$ cat config.mk
export PLATFORM = sky130hd
export DESIGN_NAME = synch_fifo_prog
export DESIGN_NICKNAME = d
export VERILOG_FILES = /design/src/rtl/synch_fifo_pkg.sv /design/src/rtl/synch_fifo_mem.sv /design/src/rtl/synch_fifo_prog.sv
export SDC_FILE = /design/constraint.sdc
export NUM_CORES = 1
export LEC_CHECK = 0
export ABC_CLOCK_PERIOD_IN_PS = 6300
export CAP_MARGIN = 15
export CORE_MARGIN = 2
export CORE_UTILIZATION = 57
export DETAILED_ROUTE_END_ITERATION = 7
export PLACE_DENSITY = 0.72
export RECOVER_POWER = 25
export SLEW_MARGIN = 10
export SYNTH_ARGS = -nofsm -noshare
export SYNTH_HDL_FRONTEND = slang
export SYNTH_SLANG_ARGS = --single-unit
$ cat constraint.sdc
create_clock -name clk_i -period 6.3 [get_ports clk_i]
set_input_delay 1.26 -clock clk_i [delete_from_list [all_inputs] [get_ports clk_i]]
set_output_delay 1.26 -clock clk_i [all_outputs]
set_load 0.02 [all_outputs]
$ cat src/rtl/synch_fifo_pkg.sv
// Shared defaults and helpers for the programmable-threshold synchronous FIFO.
package synch_fifo_pkg;

    localparam int DEFAULT_WIDTH = 8;
    localparam int DEFAULT_DEPTH = 16;

    // Fill level needs one extra bit so that count==DEPTH is representable.
    function automatic int count_width(input int depth);
        return $clog2(depth) + 1;
    endfunction

endpackage

$ cat src/rtl/synch_fifo_mem.sv
// Simple dual-port storage: one write port, one registered read port, no reset.
module synch_fifo_mem
    import synch_fifo_pkg::*;
#(
    parameter int WIDTH = DEFAULT_WIDTH,
    parameter int DEPTH = DEFAULT_DEPTH,
    parameter int AW    = $clog2(DEPTH)
) (
    input  logic             clk_i,
    input  logic             wr_en,
    input  logic [AW-1:0]    waddr,
    input  logic [WIDTH-1:0] wdata,
    input  logic             rd_en,
    input  logic [AW-1:0]    raddr,
    output logic [WIDTH-1:0] rdata
);

    logic [WIDTH-1:0] mem [DEPTH];

    // Read-before-write: a same-address read sees the old word, which is
    // exactly what a full FIFO doing a simultaneous push/pop needs.
    always_ff @(posedge clk_i) begin
        if (wr_en) mem[waddr] <= wdata;
        if (rd_en) rdata <= mem[raddr];
    end

endmodule

$ cat src/rtl/synch_fifo_prog.sv
// Synchronous FIFO with programmable almost-full/empty levels and error flags.
// Define SYNCH_FIFO_STICKY_ERR_EN for sticky overflow/underflow cleared by err_clr_i.
module synch_fifo_prog
    import synch_fifo_pkg::*;
#(
    parameter int WIDTH    = DEFAULT_WIDTH,
    parameter int DEPTH    = DEFAULT_DEPTH,
    parameter int AF_LEVEL = DEPTH - 2,
    parameter int AE_LEVEL = 2
) (
    input  logic                          clk_i,
    input  logic                          rst_i,
    input  logic                          wr_en_i,
    input  logic [WIDTH-1:0]              wdata_i,
    input  logic                          rd_en_i,
    output logic [WIDTH-1:0]              rdata_o,
    output logic                          rvalid_o,
    output logic                          full_o,
    output logic                          empty_o,
    output logic                          almost_full_o,
    output logic                          almost_empty_o,
    output logic [count_width(DEPTH)-1:0] count_o,
    output logic                          overflow_o,
    output logic                          underflow_o,
    input  logic                          err_clr_i
);

    localparam int AW = $clog2(DEPTH);
    localparam int CW = count_width(DEPTH);
    localparam logic [CW-1:0] FULL_C = CW'(DEPTH);
    localparam logic [CW-1:0] AF_C   = CW'(AF_LEVEL);
    localparam logic [CW-1:0] AE_C   = CW'(AE_LEVEL);

    logic [AW-1:0]    wptr;
    logic [AW-1:0]    rptr;
    logic [CW-1:0]    count;
    logic             wr_acc;
    logic             rd_acc;
    logic             rd_seen;
    logic [WIDTH-1:0] mem_rdata;

    assign count_o        = count;
    assign full_o         = (count == FULL_C);
    assign empty_o        = (count == '0);
    assign almost_full_o  = (count >= AF_C);
    assign almost_empty_o = (count <= AE_C);

    assign rd_acc = rd_en_i && !empty_o;
    assign wr_acc = wr_en_i && (!full_o || rd_acc);

    synch_fifo_mem #(
        .WIDTH (WIDTH),
        .DEPTH (DEPTH),
        .AW    (AW)
    ) u_mem (
        .clk_i (clk_i),
        .wr_en (wr_acc),
        .waddr (wptr),
        .wdata (wdata_i),
        .rd_en (rd_acc),
        .raddr (rptr),
        .rdata (mem_rdata)
    );

    // The RAM read register has no reset, so rdata_o reads as zero until the
    // first pop after reset; afterwards it holds the last popped word.
    assign rdata_o = rd_seen ? mem_rdata : '0;

    always_ff @(posedge clk_i or posedge rst_i) begin
        if (rst_i) begin
            wptr     <= '0;
            rptr     <= '0;
            count    <= '0;
            rvalid_o <= 1'b0;
            rd_seen  <= 1'b0;
        end else begin
            if (wr_acc) wptr <= wptr + AW'(1);
            if (rd_acc) rptr <= rptr + AW'(1);
            if (wr_acc && !rd_acc)      count <= count + CW'(1);
            else if (rd_acc && !wr_acc) count <= count - CW'(1);
            rvalid_o <= rd_acc;
            if (rd_acc) rd_seen <= 1'b1;
        end
    end

    logic ovf_evt;
    logic udf_evt;
    assign ovf_evt = wr_en_i && !wr_acc;
    assign udf_evt = rd_en_i && !rd_acc;

`ifdef SYNCH_FIFO_STICKY_ERR_EN
    // A new event in the clearing cycle wins over the clear.
    always_ff @(posedge clk_i or posedge rst_i) begin
        if (rst_i) begin
            overflow_o  <= 1'b0;
            underflow_o <= 1'b0;
        end else begin
            overflow_o  <= ovf_evt || (overflow_o && !err_clr_i);
            underflow_o <= udf_evt || (underflow_o && !err_clr_i);
        end
    end
`else
    logic unused_err_clr;
    assign unused_err_clr = err_clr_i;

    always_ff @(posedge clk_i or posedge rst_i) begin
        if (rst_i) begin
            overflow_o  <= 1'b0;
            underflow_o <= 1'b0;
        end else begin
            overflow_o  <= ovf_evt;
            underflow_o <= udf_evt;
        end
    end
`endif

endmodule

==> impl_results.md <==
- Core ar.: between 0.01 and 0.015 mm²
- Routed vias/inst: around 6.0
- CTS Sinks: around 150
- CTS Hold Buffers Added: 0
- 1st-iter DRT viols: 269
- Seq/Total Area, Yosys: 0.7304
- Max Cap Violations: 0
- Slew @ Worst Pin: between 1 and 1.5 ns
- Crit path arrival time: 2.36 ns
- Starting Density: 0.5927
- Synth top area share: 0.6615
- Area delta synth->final: 16.07%
- Commonest cells in the synthesized netlist: edfxtp_1, mux2i_1, and2_1
- Largest net degree at the start of global routing: between 50 and 60
- H-tree Lvls: 4
- Number of port buffers: 31
- WS Path Type: reg -> out
- Ys async rst share: 0.1111
- Mapped Area: around 0.0062 mm²
- Ys Warns: 0
- Setup crit start kind: register
- Status: finished, final reports clean
- Setup TNS: 0 ns
- CTS Buf Count: 17
- GRT overflow: 0
- GP Congestion: 0.7305
- Post-synth top area cell: edfxtp_1
- RSZ-0062 raised after global routing: no
- Final hold violation count: 0
- Die area: 0.01168 mm²
- Die W: roughly 110 µm
- Fin. max-slew vios: 0
- Routed WL: ~11,000 µm
- Synth Flop Type: edfxtp_1
- DPL Wire Length: 7108 µm
- EDFF count, synth: 136
- Sequential cell area: about 0.0045 mm²
- Antenna Violating Nets Remaining: 0
- Slew HR: 0.2313
- Leakage: between 0.002 and 0.003 µW
- DRT Pass-1 Iters: 4
- Fin nets: 406
- PwrDens: roughly 470 mW/mm²
- Area of the multi-input gates: 0.001565 mm²
- Worst clock skew: about 0.013 ns
- Gr usage total: 0.2187
- Total setup buffers inserted after CTS: 0
- Drt wl/cell: ~22 µm
- Layout fillers: just under 700
- CTS resizes: 0
- Root Buffer: clkbuf_8
- Number of global-route vias before repair: between 3,000 and 4,000
- Worst endpoint required time: 5.04 ns
- Distinct cells, synth: 35
- Reg clk slew, reported paths: 0.06 ns
- Row count: 37
- Worst Path Max Fanout: 7
- N_diodes: 0
- Worst Hold Class: reg -> reg
- Endpoints failing setup: 0
- Synth top area cells: edfxtp_1, dfrtp_1, mux4_2, mux2i_1, and2_1
- Drt drc: 0
- Period Utilization, post-route: 0.5750
- First-pass GRT wire length: about 18,000 µm
- Layout cells sized above 1: 0.1364
- Count leader, synth: edfxtp_1
- Worst VDD drop: 411.4 µV
- Final worst path period need: 3.623 ns
- Antenna violations before repair: 0
- Die Y: approximately 110 µm
- Later-pin clock latency in the skew report: between 0.5 and 0.6 ns
- Cells after synthesis: between 300 and 400
- Vias: about 3,200
- Synth Register Bits: ~150
- Synthesized Nets: 370
- Synthesized area per cell: around 18 µm²
- Clock Path Buffers: 2
- Endpoint class of the critical path: output port
- IO Pins: 33
- CTS tree: done
- Final hold slack: 0.5579 ns
- Fmax: between 200 and 300 MHz
## cell type report
type | count | area share
flip-flops and latches | 153 | 0.6295
multi-input cells | 171 | 0.2184
clock buffers | 17 | 0.05780
repair buffers | 32 | 0.04435
well taps | 136 | 0.02375
clock inverters | 15 | 0.02200
inverters | 8 | 0.004191
## placed cells by master, fill, tap and decap left out, drive strengths merged, types with 8 or more instances in the layout
| cell type | Yosys | final |
|---|---|---|
| edfxtp | 136 | 136 |
| mux2i | 33 | 33 |
| and2 | 25 | 25 |
| clkdlybuf4s50 | 0 | 24 |
| nand2 | 17 | 17 |
| clkbuf | 8 | 17 |
| dfrtp | 17 | 17 |
| a221oi | 16 | 16 |
| mux4 | 16 | 16 |
| inv | 8 | 15 |
| o21ai | 12 | 12 |
| xnor2 | 9 | 9 |
| ha | 9 | 9 |
| a22oi | 8 | 8 |
## report_power, final
part | total (µW) | switching [µW] | internal [µW]
logic | 995 | 541 | 453
clock network | 962 | 423 | 539
registers | 1410 | 125 | 1280
total | 3360 | 1090 | 2270
## flip-flops by register name (all words and copies together) (netlist names)
name         flops
count_o          5
overflow_o       1
rd_seen          1
rptr             4
rvalid_o         1
u_mem.mem      128
u_mem.rdata      8
underflow_o      1
wptr             4
## per-layer routing
layer / GRT usage / share of wire / wire length, µm
met2: 0.3387 / 0.49 / 5566
met1: 0.3134 / 0.45 / 5194
met4: 0.05495 / 0.0054 / 62
met3: 0.06088 / 0.054 / 617
met5: 0 / 0 / 0
## worst max-delay path, cell delays in order (launching register included)
cell,delay [ns]
dfrtp_1,0.45
or4_4,0.60
nor2_1,0.16
clkdlybuf4s50_1,0.63
## per-stage QoR
stage                       util  std cells  setup slack [ns]  area (µm²)  power [µW]
final                     0.6879        532             2.677        7166        3363
after global routing      0.6879        532             2.590        7166        3539
after CTS                 0.6883        532             2.644        7169        3386
after detailed placement  0.6334        500             2.511        6598        2424
after global placement    0.6334        500             2.543        6598        2398
after floorplan                -        347             3.322        6173        2097
## worst paths after layout
check	start	end	slack [ns]	depth (start not counted)
worst max register to register	count_o[2]	count_o[4]	2.97	9
worst min-delay path	wptr[3]	wptr[3]	0.56	1
max in group asynchronous	rst_i	rptr[0]	4.59	2
worst max-delay path	count_o[2]	full_o	2.68	3
worst min register to register	wptr[3]	wptr[3]	0.56	1
min in group asynchronous	rst_i	overflow_o	1.26	2
## kinds of logic (layout without fill, tap and decap cells)
| kind of cell | Yosys count | in the layout | synth area share |
|---|---|---|---|
| AOI/OAI and AO/OA | 42 | 42 | 0.05168 |
| adders and majority gates | 10 | 10 | 0.02148 |
| and+or+nand+nor | 59 | 59 | 0.05310 |
| muxes | 50 | 50 | 0.1137 |
| DFF | 153 | 153 | 0.7304 |
| xor gates and xnor gates | 10 | 10 | 0.01419 |
| buffers and inverters | 23 | 72 | 0.01540 |
Power figures use the tool's default switching activity.
